## config.mk

```make
export PLATFORM = sky130hd
export DESIGN_NAME = add_arbiter
export DESIGN_NICKNAME = d
export VERILOG_FILES = /design/src/rtl/add_arbiter.sv
export SDC_FILE = /design/constraint.sdc
export NUM_CORES = 1
export LEC_CHECK = 0
export ABC_AREA = 1
export CORE_AREA = 2 2 159 161
export CTS_BUF_LIST = sky130_fd_sc_hd__clkbuf_16
export DETAILED_ROUTE_END_ITERATION = 8
export DIE_AREA = 0 0 161 163
export HOLD_SLACK_MARGIN = 0.05
export PLACE_DENSITY = 0.6
export RECOVER_POWER = 50
export SLEW_MARGIN = 10
export SYNTH_ARGS = -nofsm -noshare
export SYNTH_HDL_FRONTEND = slang
export SYNTH_SLANG_ARGS = --single-unit
```

## constraint.sdc

```tcl
create_clock -name clk -period 6.4 [get_ports clk]
set_clock_uncertainty 0.1 [all_clocks]
set_input_delay 0.96 -clock clk [delete_from_list [all_inputs] [get_ports clk]]
set_output_delay 0.96 -clock clk [all_outputs]
set_load 0.02 [all_outputs]
```

## src/rtl/add_arbiter.sv

```systemverilog
// add_arbiter: shares one valid/ready adder among NUM_REQ requesters and routes results back in issue order.
// Build macro ADD_ARB_PRIO_EN selects fixed-priority grant (lowest index wins) instead of round-robin.
module add_arbiter #(
    parameter int NUM_REQ   = 4,
    parameter int WIDTH     = 32,
    parameter int TAG_DEPTH = 4
) (
    input  logic                     clk,
    input  logic                     rst,
    input  logic [NUM_REQ*WIDTH-1:0] req_a,
    input  logic [NUM_REQ*WIDTH-1:0] req_b,
    input  logic [NUM_REQ-1:0]       req_vld,
    output logic [NUM_REQ-1:0]       req_rdy,
    output logic [WIDTH-1:0]         add_a,
    output logic [WIDTH-1:0]         add_b,
    output logic                     add_a_vld,
    output logic                     add_b_vld,
    input  logic                     add_a_rdy,
    input  logic                     add_b_rdy,
    input  logic [WIDTH-1:0]         add_c,
    input  logic                     add_c_vld,
    output logic                     add_c_rdy,
    output logic [WIDTH-1:0]         rsp_c,
    output logic [NUM_REQ-1:0]       rsp_vld,
    input  logic [NUM_REQ-1:0]       rsp_rdy,
    output logic                     err
);

    localparam int TW = (NUM_REQ > 1) ? $clog2(NUM_REQ) : 1;
    localparam int PW = (TAG_DEPTH > 1) ? $clog2(TAG_DEPTH) : 1;
    localparam int CW = $clog2(TAG_DEPTH + 1);

    logic [WIDTH-1:0] a_q;
    logic [WIDTH-1:0] b_q;
    logic [TW-1:0]    tag_q;
    logic             a_pend;
    logic             b_pend;

    logic [TW-1:0]    tag_mem [TAG_DEPTH];
    logic [PW-1:0]    rd_ptr;
    logic [PW-1:0]    wr_ptr;
    logic [CW-1:0]    count;

    logic             issue_empty;
    logic             fifo_empty;
    logic             gnt_found;
    logic [TW-1:0]    gnt_idx;
    logic             grant;
    logic [WIDTH-1:0] sel_a;
    logic [WIDTH-1:0] sel_b;
    logic             push;
    logic             pop;
    logic [TW-1:0]    head;

    function automatic logic [PW-1:0] next_ptr(input logic [PW-1:0] p);
        return (p == PW'(TAG_DEPTH - 1)) ? '0 : p + 1'b1;
    endfunction

`ifdef ADD_ARB_PRIO_EN
    always_comb begin
        gnt_found = 1'b0;
        gnt_idx   = '0;
        for (int i = NUM_REQ - 1; i >= 0; i--) begin
            if (req_vld[i]) begin
                gnt_found = 1'b1;
                gnt_idx   = TW'(i);
            end
        end
    end
`else
    logic [TW-1:0] ptr;

    function automatic logic [TW-1:0] wrap_idx(input logic [TW-1:0] base, input int offs);
        int sum;
        sum = int'(base) + offs;
        if (sum >= NUM_REQ) sum = sum - NUM_REQ;
        return TW'(sum);
    endfunction

    // Descending scan so the smallest offset from ptr wins.
    always_comb begin
        gnt_found = 1'b0;
        gnt_idx   = '0;
        for (int k = NUM_REQ - 1; k >= 0; k--) begin
            if (req_vld[wrap_idx(ptr, k)]) begin
                gnt_found = 1'b1;
                gnt_idx   = wrap_idx(ptr, k);
            end
        end
    end

    always_ff @(posedge clk) begin
        if (rst) begin
            ptr <= '0;
        end else if (grant) begin
            ptr <= (gnt_idx == TW'(NUM_REQ - 1)) ? '0 : gnt_idx + 1'b1;
        end
    end
`endif

    assign issue_empty = !a_pend && !b_pend;
    assign fifo_empty  = (count == '0);
    // Full test uses the registered count, so a same-cycle pop does not open a slot early.
    assign grant       = !rst && issue_empty && (count < CW'(TAG_DEPTH)) && gnt_found;

    always_comb begin
        req_rdy = '0;
        if (grant) req_rdy[gnt_idx] = 1'b1;
    end

    always_comb begin
        sel_a = '0;
        sel_b = '0;
        for (int i = 0; i < NUM_REQ; i++) begin
            if (gnt_idx == TW'(i)) begin
                sel_a = req_a[i*WIDTH +: WIDTH];
                sel_b = req_b[i*WIDTH +: WIDTH];
            end
        end
    end

    // Issue register: each operand handshakes independently with the adder.
    always_ff @(posedge clk) begin
        if (rst) begin
            a_pend <= 1'b0;
            b_pend <= 1'b0;
        end else if (grant) begin
            a_pend <= 1'b1;
            b_pend <= 1'b1;
        end else begin
            if (a_pend && add_a_rdy) a_pend <= 1'b0;
            if (b_pend && add_b_rdy) b_pend <= 1'b0;
        end
    end

    always_ff @(posedge clk) begin
        if (grant) begin
            a_q   <= sel_a;
            b_q   <= sel_b;
            tag_q <= gnt_idx;
        end
    end

    assign add_a     = a_q;
    assign add_b     = b_q;
    assign add_a_vld = a_pend;
    assign add_b_vld = b_pend;

    assign push = !issue_empty && (!a_pend || add_a_rdy) && (!b_pend || add_b_rdy);

    always_ff @(posedge clk) begin
        if (rst) begin
            rd_ptr <= '0;
            wr_ptr <= '0;
            count  <= '0;
        end else begin
            if (push) wr_ptr <= next_ptr(wr_ptr);
            if (pop)  rd_ptr <= next_ptr(rd_ptr);
            if (push && !pop) begin
                count <= count + 1'b1;
            end else if (pop && !push) begin
                count <= count - 1'b1;
            end
        end
    end

    always_ff @(posedge clk) begin
        if (push) tag_mem[wr_ptr] <= tag_q;
    end

    assign head  = tag_mem[rd_ptr];
    assign rsp_c = add_c;

    // With nothing in flight the adder output is drained so a stray result cannot stall it.
    always_comb begin
        rsp_vld   = '0;
        add_c_rdy = 1'b1;
        pop       = 1'b0;
        if (!fifo_empty) begin
            rsp_vld[head] = add_c_vld;
            add_c_rdy     = rsp_rdy[head];
            pop           = add_c_vld && rsp_rdy[head];
        end
    end

    always_ff @(posedge clk) begin
        if (rst) begin
            err <= 1'b0;
        end else if (fifo_empty && add_c_vld) begin
            err <= 1'b1;
        end
    end

endmodule

```

==> flow_summary.ini <==
[status]
status = finished, violations left
violations = max-capacitance violations, max-slew violations

[setup_path]
criticalPathCategory = primary input to flip-flop
worstReg2RegStart = ptr[0]
critical_path.max_fanout = 69
cp.arrival_ns = 5.08
rr_worst_depth = 7
crit_required_ns = 6.15
worst-r2r-setup-slack_ns = 1.67
path_cells = dlygate4sd3_1 -> inv_1 -> nand2_1 -> nand3_1 -> inv_1 -> nor2_1 -> a21oi_4 -> clkbuf_1
cp_slowest_cell = clkbuf_1
critical_path_endpoint_category = flip-flop
critical-path-max-stage-delay_ns = 2.93
r2r_endpoint = add_a[6]
worst_setup_path_start_kind = primary input
cpMostUsedCell = inv_1

[clocking]
cts_resized = 0
cts_post_setup_buffers_inserted = 0
cts-htree-levels = 3
cts_root_buffer = clkbuf_16
cts_buffer_depth = 2
clkLatencyLatePin_ns = 0.34
post_cts_hold_buffer_count = 0
tritoncts.num_buffers = 9
clock_pin_transition_on_the_worst_setup_and_hold_timing_paths_ns = 0.07
cts_sinks = 88
tritoncts = built

[synthesis]
yosys_cell_types = 38
synthesis.area_per_instance_um2 = 9.07
synth.largest_area_cell = edfxtp_1
yosys.cell_count.top_type = nand2_1
ys_async_sr_fraction_pct = 0
synth.cell_area_um2 = 5380
ys_seq_elements = 88
yosys_synthesis_warning_count = 0
postSynthNetCount = 905
netlist.area_leader.share_pct = 41.3
number_of_synthesized_flops_with_an_enable_pin = 74
synth_top_cells_by_area = edfxtp_1 41%, a221oi_1 10%, o31ai_1 8.9%
seq_area_frac_synth_pct = 46.5
dominantRegCellSynth = edfxtp_1
netlist_top_cells_count = 108 x nand2_1, 90 x nor2_1, 74 x edfxtp_1
syn-instance-count = 593

[timing]
max_freq_ghz = 0.187
setup_viol = 0
slew-limit-headroom_pct = -180
fin_crit_sh_pct = 83.3
worst-slew-pin-transition_ns = 4.19
timing.final.hold_violations = 0
setup_slack_ns = 1.07
slew_violations = 70
fin_worst_hold_slack_ns = 0.350
shortest_period_the_worst_path_allows_ns = 5.33
grt_setup_unrepaired = false
timing.setup.tns_ns = 0

[floorplanning]
std_cell_rows = 58
io-pin-count = 409
core_um2 = 24700
floorplan.initialDensity_pct = 21.8
fp.dieH_um = 163
die_width_um = 161
die_area_um2 = 26200

[worst_hold_path]
holdPathStages = 2
hp-start = err
hold_path_end = err
hp-class = flip-flop to flip-flop

[finish]
area_growth_syn_to_layout_pct = 71.3
final_layout_size_suffix_gt1_share_pct = 6.21
core_util_final_pct = 37.4
fin_nets = 1193
layout.cells.non_filler = 1216
num_antenna_cells = 0
seq_area_um2 = 2500
nFillCells = 2539
multi_input_comb_area_um2 = 2320

[routing]
drt-total-wl_um = 22400
drt_drc_violations_left = 0
drt-pass1-iter-count = 5
route.vias.total = 5614
routed_wire_length_per_instance_um = 18.4
route.antenna.remaining_nets = 0
detailed_router_s_first_iteration_violation_count = 303
vias_per_cell = 4.62

[power_and_ir_drop]
sequentialPowerShare_pct = 25.3
power.ir.vdd_worst_mv = 0.248
total_power_divided_by_cell_area_nw_per_um2 = 547
switching_power_as_a_share_of_total_power_pct = 46.0
internal_power_w = 0.00272
clockPowerShare_pct = 11.8
netSwitchingPower_w = 0.00232
comb_power_share_pct = 63.0
p_leak_nw = 3.32

[global_route]
grt_first_pass_wirelength_um = 32600
grt_overflow = 0
antenna_found_initial = 0
grt_max_degree = 70
grtUsageTotal_pct = 16.2
via_count_of_the_first_global_routing_pass = 5592

[place]
pre_cts_setup_slack_ns = 1.50
dp.cells = 1200
detailed_place_hpwl_um = 17200
io_buffers = 344
gp_routability_congestion = 0.762

[run]
max-cap-violations = 1
==> flip-flops by register name, summed over array words and instances, names as in the netlist, 2 cells and up, named ones only <==
signal / count
add_a: 32
add_b: 32
tag_mem: 8
count: 3
ptr: 2
rd_ptr: 2
tag_q: 2
wr_ptr: 2
==> per-layer routing <==
layer / wire length [µm] / GRT usage (%) / part of all wire [%]
met4: 267 / 3.77 / 1.2
met3: 1520 / 3.72 / 6.8
met5: 0 / 0 / 0
met2: 11800 / 29.8 / 53
met1: 8840 / 19.1 / 39
==> cells in the final DEF (no fill, tap or decap), drive strengths merged, types with 2 or more instances in the layout <==
master and instances:
clkbuf 13, nor2 96, edfxtp 74, clkinv 2, nand3 11, clkdlybuf4s50 274
buf 6, o31ai 64, dfxtp 14, dlygate4sd3 70, inv 41, a21oi 7
nand2 120, a221oi 64, nor3 5, ha 10, o21ai 8
==> power groups by stage <==
stage                     clock, W  sequential, W  combinational (W)
final                     0.000592        0.00127            0.00317
after global routing      0.000631        0.00131            0.00348
after detailed placement         0        0.00128            0.00330
after CTS                 0.000612        0.00127            0.00330
after floorplan                  0        0.00155            0.00183
after global placement           0        0.00128            0.00326
==> critical path, delay by kind of cell <==
kind,cells,cell delay (ns)
simple gates,3,0.29
compound gates,1,0.14
buf+inv,4,3.64
==> cells by family after synthesis <==
group / synth area share (%)
AND/OR/NAND/NOR: 18.7
adder cells (fa/ha/maj): 2.70
AO/OA/AOI/OAI: 21.5
buffers and inverters: 10.6
flip-flops: 46.5
==> metrics by stage <==
| stage | area [µm²] | power [W] |
|---|---|---|
| CTS | 9230 | 0.00518 |
| floorplan | 5380 | 0.00338 |
| global route | 9220 | 0.00542 |
| global placement | 8900 | 0.00454 |
| finish | 9220 | 0.00504 |
| detailed placement | 8900 | 0.00458 |
==> layout make-up <==
type	count	area share (%)
sequential	88	27.2
clock buffer	12	3.26
clock inverter	4	0.380
inverter	39	1.62
multi-input combinational	392	25.2
timing repair buffer	351	37.9
tap	330	4.48
==> worst max-delay path by stage <==
stage,end,startpoint,depth (start not counted)
floorplan,add_a[0],req_vld[1],6
global placement,req_rdy[1],req_vld[1],13
detailed placement,req_rdy[1],req_vld[1],12
CTS,req_rdy[1],req_vld[1],12
global route,ptr[0],req_vld[3],11
finish,add_a[6],req_vld[3],8
Power figures use the tool's default switching activity.
